`src/rtl/dice_pkg.sv`:
```
// dice_pkg: shared dice encodings, sides lookup, sequencer states and result width
package dice_pkg;
  localparam int TOTAL_W = 7;
  localparam logic [2:0] DT_D4 = 3'd0, DT_D6 = 3'd1, DT_D8 = 3'd2, DT_D10 = 3'd3, DT_D12 = 3'd4, DT_D20 = 3'd5;
  localparam logic [4:0] SIDES_D4 = 5'd4, SIDES_D6 = 5'd6, SIDES_D8 = 5'd8, SIDES_D10 = 5'd10;
  localparam logic [4:0] SIDES_D12 = 5'd12, SIDES_D20 = 5'd20, SIDES_OTHER = 5'd1;
  typedef enum logic [2:0] {IDLE, TUMBLE, REQ, ACC, DONE} state_e;
  function automatic logic [4:0] sides_of(input logic [2:0] t);
    return t == DT_D4 ? SIDES_D4 : t == DT_D6 ? SIDES_D6 : t == DT_D8 ? SIDES_D8 :
           t == DT_D10 ? SIDES_D10 : t == DT_D12 ? SIDES_D12 : t == DT_D20 ? SIDES_D20 : SIDES_OTHER;
  endfunction
endpackage

```
`src/rtl/dice_tumble_timer.sv`:
```
// dice_tumble_timer: runs CYCLES cycles after start and flags the last one with expire
module dice_tumble_timer #(
  parameter int CYCLES = 16
) (
  input  logic clk,
  input  logic reset,
  input  logic start,
  output logic expire
);
  logic [7:0] cnt;
  logic active;
  assign expire = active && cnt == 8'd0;
  always_ff @(posedge clk)
    if (!reset) begin
      cnt <= '0;
      active <= 1'b0;
    end else if (start) begin
      cnt <= 8'(CYCLES - 1);
      active <= 1'b1;
    end else if (expire) active <= 1'b0;
    else if (active) cnt <= cnt - 8'd1;
endmodule

```
`src/rtl/dice_roll_sequencer.sv`:
```
// dice_roll_sequencer: tumbles, requests faces and sums them plus a modifier; DICE_SEQ_ADVANTAGE_EN adds advantage/disadvantage pairs
module dice_roll_sequencer
  import dice_pkg::*;
#(
  parameter int TUMBLE_CYCLES = 16,
  parameter int MAX_DICE = 4
) (
  input  logic               clk,
  input  logic               reset,
  input  logic               roll_start,
  input  logic [2:0]         dice_type,
  input  logic [1:0]         dice_count,
  input  logic [4:0]         modifier,
  input  logic [1:0]         adv_mode,
  output logic               face_req,
  output logic [4:0]         face_sides,
  input  logic               face_ack,
  input  logic [4:0]         face_value,
  output logic               tumble,
  output logic               busy,
  output logic [TOTAL_W-1:0] total,
  output logic               total_valid
);
  localparam logic [2:0] MAX_N = 3'(MAX_DICE);
  state_e state, state_n;
  logic [2:0] type_r, n_dice, n_sel;
  logic [4:0] mod_r, face_r, add_val;
  logic [3:0] left, faces;
  logic [TOTAL_W-1:0] sum, sum_n;
  logic start, expire, adv_in, add_en;
  assign start = state == IDLE && roll_start;
  assign n_dice = {1'b0, dice_count} + 3'd1;
  assign n_sel = n_dice > MAX_N ? MAX_N : n_dice;
  assign faces = adv_in ? {n_sel, 1'b0} : {1'b0, n_sel};
  assign sum_n = add_en ? sum + TOTAL_W'(add_val) : sum;
  assign face_req = state == REQ;
  assign tumble = state == TUMBLE;
  assign busy = state != IDLE;
  assign total_valid = state == DONE;
  assign face_sides = sides_of(type_r);
  dice_tumble_timer #(.CYCLES(TUMBLE_CYCLES)) u_timer (
    .clk(clk),
    .reset(reset),
    .start(start),
    .expire(expire)
  );
  always_comb
    state_n = state == IDLE   ? (roll_start ? TUMBLE : IDLE) :
              state == TUMBLE ? (expire ? REQ : TUMBLE) :
              state == REQ    ? (face_ack ? ACC : REQ) :
              state == ACC    ? (left == 4'd1 ? DONE : REQ) : IDLE;
  always_ff @(posedge clk)
    if (!reset) begin
      state <= IDLE;
      type_r <= '0;
      mod_r <= '0;
      left <= '0;
      sum <= '0;
      face_r <= '0;
      total <= '0;
    end else begin
      state <= state_n;
      if (start) begin
        type_r <= dice_type;
        mod_r <= modifier;
        left <= faces;
        sum <= '0;
      end
      if (state == REQ && face_ack) face_r <= face_value;
      if (state == ACC) begin
        left <= left - 4'd1;
        sum <= sum_n;
        if (left == 4'd1) total <= sum_n + TOTAL_W'(mod_r);
      end
    end
`ifdef DICE_SEQ_ADVANTAGE_EN
  // first face of each pair is parked in pair_r; the second one decides what is summed
  logic adv_r, dis_r, half;
  logic [4:0] pair_r, best;
  assign adv_in = ^adv_mode;
  assign best = dis_r ? (face_r < pair_r ? face_r : pair_r) : (face_r > pair_r ? face_r : pair_r);
  assign add_en = !adv_r || half;
  assign add_val = adv_r ? best : face_r;
  always_ff @(posedge clk)
    if (!reset) begin
      adv_r <= 1'b0;
      dis_r <= 1'b0;
      half <= 1'b0;
      pair_r <= '0;
    end else if (start) begin
      adv_r <= adv_in;
      dis_r <= adv_mode == 2'b10;
      half <= 1'b0;
    end else if (state == ACC && adv_r) begin
      half <= !half;
      pair_r <= face_r;
    end
`else
  logic unused_adv;
  assign unused_adv = ^adv_mode;
  assign adv_in = 1'b0;
  assign add_en = 1'b1;
  assign add_val = face_r;
`endif
endmodule

```
`config.mk`:
```
export PLATFORM = sky130hd
export DESIGN_NAME = dice_roll_sequencer
export DESIGN_NICKNAME = d
export VERILOG_FILES = /design/src/rtl/dice_pkg.sv /design/src/rtl/dice_tumble_timer.sv /design/src/rtl/dice_roll_sequencer.sv
export SDC_FILE = /design/constraint.sdc
export NUM_CORES = 1
export LEC_CHECK = 0
export BUFFER_PORTS_ARGS = -buffer_cell sky130_fd_sc_hd__buf_2
export CORE_UTILIZATION = 35
export CTS_BUF_LIST = sky130_fd_sc_hd__clkbuf_8
export CTS_CLUSTER_DIAMETER = 80
export DETAILED_ROUTE_END_ITERATION = 7
export GPL_ROUTABILITY_DRIVEN = 1
export GPL_TIMING_DRIVEN = 0
export PLACE_DENSITY_LB_ADDON = 0.12
export SETUP_SLACK_MARGIN = 0.4
export SLEW_MARGIN = 20
export SYNTH_ARGS = -nofsm -noshare
export SYNTH_HDL_FRONTEND = slang
export SYNTH_SLANG_ARGS = --single-unit
```
`constraint.sdc`:
```
create_clock -name clk -period 3.3 [get_ports clk]
set_input_delay 0.165 -clock clk [delete_from_list [all_inputs] [get_ports clk]]
set_output_delay 0.165 -clock clk [all_outputs]
set_load 0.01 [all_outputs]
```
# Word-level counts from Yosys, hierarchy flattened
# Cells that the tools add are included.
dict set report op_classes {
  n_addsub 5
  n_lt_le_gt_ge 1
  muxes 24
  eq_ne 11
  bitwise 2
  n_reduce_logical 14
}
# op count
set ops {}
lappend ops {{5-bit two-way mux} 6}
lappend ops {{4-bit two-way mux} 5}
lappend ops {{3-bit two-way mux} 6}
lappend ops {{7-bit by 5-bit adder with 7-bit output} 2}
lappend ops {{7-bit two-way mux} 2}
lappend ops {{3-bit by 2-bit equality test with 1-bit output (second input constant)} 4}
lappend ops {{3-bit equality test (second input constant)} 3}
lappend ops {{8-bit logical NOT} 1}
lappend ops {{8-bit by 1-bit subtractor with 8-bit output (second input constant)} 1}
lappend ops {{3-bit by 1-bit equality test with 1-bit output (second input constant)} 2}
lappend ops {{3-bit logical NOT} 2}
lappend ops {{2-bit AND reduction} 3}
lappend ops {{2-bit nonzero test} 3}
lappend ops {{4-bit by 1-bit equality test with 1-bit output (second input constant)} 1}
lappend ops {{1-bit two-way mux} 4}
lappend ops {{4-bit by 1-bit subtractor with 4-bit output (second input constant)} 1}
lappend ops {{2-bit by 1-bit adder with 3-bit output (second input constant)} 1}
lappend ops {{3-bit greater-than comparator (second input constant)} 1}
lappend ops {{1-bit logical AND} 3}
lappend ops {{3-bit nonzero test} 1}
lappend ops {{2-bit two-way mux} 1}
lappend ops {{2-bit inequality test (second input constant)} 1}
lappend ops {{1-bit inverter} 2}
lappend ops {{2-bit OR reduction} 1}
dict set report word_totals {
  elab_cells 67
  reg_bits 43
}

# Depth between registers and ports, before layout
dict set report logic_depth {
  ltp_word 7
  depth_mapped 13
  mapped_depth_nobuf 13
}

# Cells and area by module
# Synthesis repeated with hierarchy kept, for this count alone.
dict set report unflattened {
  cells_unflattened 266
  hier_area_um2 2293.4
}
# module cells_each instances seq_area_each_um2 area_each_um2
set modules_own_cells {}
lappend modules_own_cells {dice_roll_sequencer 214 1 680.7 1809.2}
lappend modules_own_cells {dice_tumble_timer 52 1 180.2 484.2}

# Worst setup path after synthesis
# OpenSTA, ideal clock, no wires.
dict set report synth_path {
  path_type {register -> register}
  from {register face_r[0] (netlist: add_val[0])}
  to {register total[6]}
  path_slack_ns 0.679
  t_required_ns 3.213
  path_buffers 0
  setup_time_ns 0.087
  period_less_slack_ns 2.621
  arrival_time_ns 2.534
  path_stages_with_launch 14
  path_cell_list {dfxtp_1 -> ha_1 -> inv_1 -> fa_1 -> nor2b_1 -> o21a_1 -> or3_1 -> and2_1 -> ha_1 -> o21a_1 -> o31a_1 -> or2_2 -> o211a_1 -> o31ai_1}
}
dict set report synth_between {
  elab_chain_cells 2
}
# element line_no
set synth_rtl {}
lappend synth_rtl {{from (decl)} dice_roll_sequencer.sv:27} ;# logic [4:0] mod_r, face_r, add_val;
lappend synth_rtl {{from (signal assigned)} dice_roll_sequencer.sv:69} ;# if (state == REQ && face_ack) face_r <= face_value;
lappend synth_rtl {{7-bit by 5-bit adder with 7-bit output} dice_roll_sequencer.sv:35} ;# assign sum_n = add_en ? sum + TOTAL_W'(add_val) : sum;
lappend synth_rtl {{7-bit by 5-bit adder with 7-bit output} dice_roll_sequencer.sv:73} ;# if (left == 4'd1) total <= sum_n + TOTAL_W'(mod_r);
lappend synth_rtl {{to (signal assigned)} dice_roll_sequencer.sv:73}
lappend synth_rtl {{to (decl)} dice_roll_sequencer.sv:21} ;# output logic [TOTAL_W-1:0] total,
# No other way between the ends.
# A chain may end at the register's enable or synchronous reset.

# Worst setup path in the final report
# Ends and elaborated chain as after synthesis.

==> impl_table.tex <==
\begin{tabular}{lr}
\hline
Metric & Value \\
\hline
\multicolumn{2}{l}{\textbf{Synth}} \\
\quad Library cells used by synthesis & 49 \\
\quad Portion of the post-synthesis area used by sequential elements & 0.3711 \\
\quad Async S/R FF share, synth & 0 \\
\quad Per-instance average area after synthesis & 8.721 µm² \\
\quad Count of warnings emitted by yosys & 0 \\
\quad Primary FF master, synth & dfxtp\_1 \\
\quad Number of enable flip-flop cells after synthesis & 0 \\
\quad Post-synth net total & 303 \\
\quad Number of storage elements in the synthesis netlist & 43 \\
\quad Cell area after synthesis & 0.002320 mm² \\
\quad Synthesized netlist cell count & 266 \\
\multicolumn{2}{l}{\textbf{Placement}} \\
\quad Routability Congestion & 0.7599 \\
\quad Worst Setup Slack post-DPL & 465.1 ps \\
\quad Post-detail-place hpwl & 3755 µm \\
\quad Number of buffers added on ports & 34 \\
\multicolumn{2}{l}{\textbf{STA}} \\
\quad Measured slew at the worst slew-check pin & 504.3 ps \\
\quad Max frequency & 0.3590 GHz \\
\quad Setup repair after global routing missed its margin & false \\
\quad Final worst-path cycle share & 0.8440 \\
\quad Min setup slack post-route & 514.7 ps \\
\quad Endpoints failing setup & 0 \\
\quad Final-layout setup total negative slack & 0 ps \\
\quad Final-report max-slew violation count & 0 \\
\quad Max-slew headroom at the worst pin & 0.6638 \\
\quad Final-report hold violation count & 0 \\
\quad Clk\_skew & 5.049 ps \\
\quad Tmin final & 2785 ps \\
\multicolumn{2}{l}{\textbf{Route}} \\
\quad Wire length per cell & 13.62 µm \\
\quad Number of antenna-violating nets in the routed design & 0 \\
\quad First-pass DRT Iterations & 4 \\
\quad Post-DR vias/cell & 5.013 \\
\quad 1st-iter DRT viols & 111 \\
\quad Post-route DRC & 0 \\
\quad Total via count in the routed design & 1930 \\
\quad Final Routed Wirelength & 5242 µm \\
\multicolumn{2}{l}{\textbf{Clock tree}} \\
\quad Clock-pin slew on the worst setup and hold paths & 80 ps \\
\quad Clock root buffer master & clkbuf\_8 \\
\quad Number of buffers on the longest clock path & 2 \\
\quad CTS buffer count & 5 \\
\quad Number of setup buffers added after CTS & 0 \\
\quad Worst-Skew Late Latency & 300 ps \\
\quad \# H-tree levels & 2 \\
\quad Clock Sinks & 43 \\
\quad Clock tree from TritonCTS & built \\
\multicolumn{2}{l}{\textbf{Worst hold path}} \\
\quad Worst hold path class & primary input to flip-flop \\
\multicolumn{2}{l}{\textbf{Global routing}} \\
\quad First-pass GRT wire length & 8459 µm \\
\quad All-layer global routing usage & 0.1554 \\
\quad Total gr overflow & 0 \\
\quad Pin count of the biggest net entering global routing & 13 \\
\quad Initial antenna violation count & 0 \\
\quad Number of global-route vias before repair & 1758 \\
\multicolumn{2}{l}{\textbf{Pwr}} \\
\quad P per Cell Area & 441.5 mW/mm² \\
\quad Peak supply drop & 212.8 µV \\
\quad Leakage power of the design & 1.158 nW \\
\multicolumn{2}{l}{\textbf{Status}} \\
\quad Run status & complete, no violations \\
\multicolumn{2}{l}{\textbf{Floorplan}} \\
\quad Die outline height & 83.41 µm \\
\quad Effective utilization at floorplan & 0.3632 \\
\quad Die W & 83.41 µm \\
\quad Die area & 0.006957 mm² \\
\quad Ports & 37 \\
\quad Core area & 0.006386 mm² \\
\quad Std-Cell Rows & 29 \\
\multicolumn{2}{l}{\textbf{Worst setup path}} \\
\quad Crit path capture type & flip-flop \\
\quad Element type at the critical path start & flip-flop \\
\quad Internal reg-to-reg setup slack & 510 ps \\
\quad Sequence of cells on the critical path & ha\_2 -> inv\_1 -> fa\_2 -> nor2b\_2 -> o21a\_1 -> or3\_1 -> and2\_1 -> ha\_1 -> o21a\_1 -> o31a\_1 -> or2\_2 -> o211a\_1 -> o31ai\_1 \\
\quad Data arrival, critical path & 3010 ps \\
\quad Slowest stage cell on the critical path & dfxtp\_1 \\
\quad Most common cell type on the critical path & o21a\_1 \\
\quad Setup Crit Path Kind & flip-flop to flip-flop \\
\quad Max Fanout on Critical Path & 3 \\
\quad Highest cell delay on the worst timing path & 320 ps \\
\quad Required time at the endpoint of the critical path & 3520 ps \\
\quad Crit path max-delay family & simple AND/OR/NAND/NOR gates \\
\quad Count of buffer and inverter cells on the critical path & 1 \\
\multicolumn{2}{l}{\textbf{Final layout}} \\
\quad Fraction of final layout cells with drive strength greater than 1 & 0.1753 \\
\quad Commonest non-fill, non-tap cell in the layout & dfxtp\_1 \\
\quad Diodes inserted & 0 \\
\quad Commonest cells after routing, fill and taps aside & dfxtp\_1, buf\_2, nand2\_1 \\
\quad Count of nets after finishing & 344 \\
\quad Layout-stage area growth over the synthesis result & 15.32\% \\
\multicolumn{2}{l}{\textbf{Flow run}} \\
\quad Count of maximum capacitance violations & 0 \\
\hline
\end{tabular}
[Yosys cell counts, types with 2 or more instances]
master / count / area [µm²]
dfxtp_1: 43 / 860.8
nand2_1: 33 / 123.9
a21boi_0: 18 / 135.1
inv_1: 15 / 56.30
ha_1: 14 / 175.2
nor2b_1: 13 / 81.33
nand3_1: 11 / 55.05
o21ai_0: 10 / 50.05
a21oi_1: 9 / 45.04
nor2_1: 9 / 33.78
xor2_1: 8 / 70.07
and2_1: 6 / 37.54
clkbuf_1: 6 / 22.52
buf_2: 5 / 25.02
o21a_1: 5 / 37.54
a211oi_1: 4 / 30.03
mux2i_1: 4 / 40.04
nand2b_1: 4 / 25.02
xnor2_1: 4 / 35.03
a31oi_1: 3 / 18.77
and3_1: 3 / 18.77
o31ai_1: 3 / 22.52
a21o_1: 2 / 15.01
fa_1: 2 / 40.04
nand3b_1: 2 / 15.01
nor3_1: 2 / 10.01
nor3b_1: 2 / 15.01
o211a_1: 2 / 20.02
o211ai_1: 2 / 15.01
o22ai_1: 2 / 12.51
o31a_1: 2 / 17.52
[layout make-up]
type / count / area [µm²]
Fill cell: 668 / 3711
Timing Repair Buffer: 34 / 170.2
Inverter: 15 / 56.30
Multi-Input combinational cell: 196 / 1359
Sequential cell: 43 / 860.8
Clock buffer: 5 / 68.82
Buffer: 12 / 51.30
Tap cell: 77 / 96.34
Clock inverter: 3 / 12.51
[flip-flops by register name (all words and copies together), names as in the netlist]
name and cells:
total 7, u_timer.active 1, state 3, mod_r 5, type_r 3, left 4, u_timer.cnt 8, sum 7
add_val 5
[path summary, 6_finish.rpt]
check / startpoint / endpoint / depth (start not counted)
max: add_val[0] / total[6] / 13
min: modifier[4] / mod_r[4] / 3
max reg2reg: add_val[0] / total[6] / 13
min reg2reg: left[3] / left[3] / 1
[per-layer routing]
layer	routed length [µm]	global-route usage	vias to the layer above
met3	237	0.03877	6
met1	2695	0.2091	872
met2	2240	0.2437	43
met5	0	0	-
li1	-	-	1009
met4	68	0.05085	0
[tightest hold or removal path: stages]
cell	delay [ps]
buf_2	100
nand2_1	40
a21boi_0	60
[stage by stage]
step	hold WS [ps]	cell area (µm²)	std cells	util	total power, mW
floorplan	309.9	2320	266	-	0.7857
global placement	416.4	2586	377	0.4050	0.8598
detailed placement	424.0	2586	377	0.4050	0.8608
CTS	95.81	2668	385	0.4177	1.199
global route	100.8	2675	385	0.4189	1.255
finish	103.4	2675	385	0.4189	1.181
[power by group]
| group | switching [mW] | leakage (nW) | internal [mW] |
|---|---|---|---|
| Sequential | 0.0358 | 0.350 | 0.557 |
| Clock | 0.189 | 0.0505 | 0.143 |
| Combinational | 0.148 | 0.757 | 0.109 |
| Total | 0.373 | 1.16 | 0.808 |
[logic make-up (layout without fill, tap and decap cells)]
family / after synthesis / count (layout) / synth area share
and+or+nand+nor: 96 / 96 / 0.2211
AOI/OAI and AO/OA: 68 / 68 / 0.2060
DFF: 43 / 43 / 0.3711
buffers and inverters: 27 / 69 / 0.04638
adders and majority gates: 16 / 16 / 0.09277
xor gates and xnor gates: 12 / 12 / 0.04531
muxes: 4 / 4 / 0.01726
[timing repair]
action                     CTS  global route
resized for setup            0             3
hold buffers                 0             0
setup endpoints to repair    0             1
Note: power is estimated with default switching activity, not from simulation.
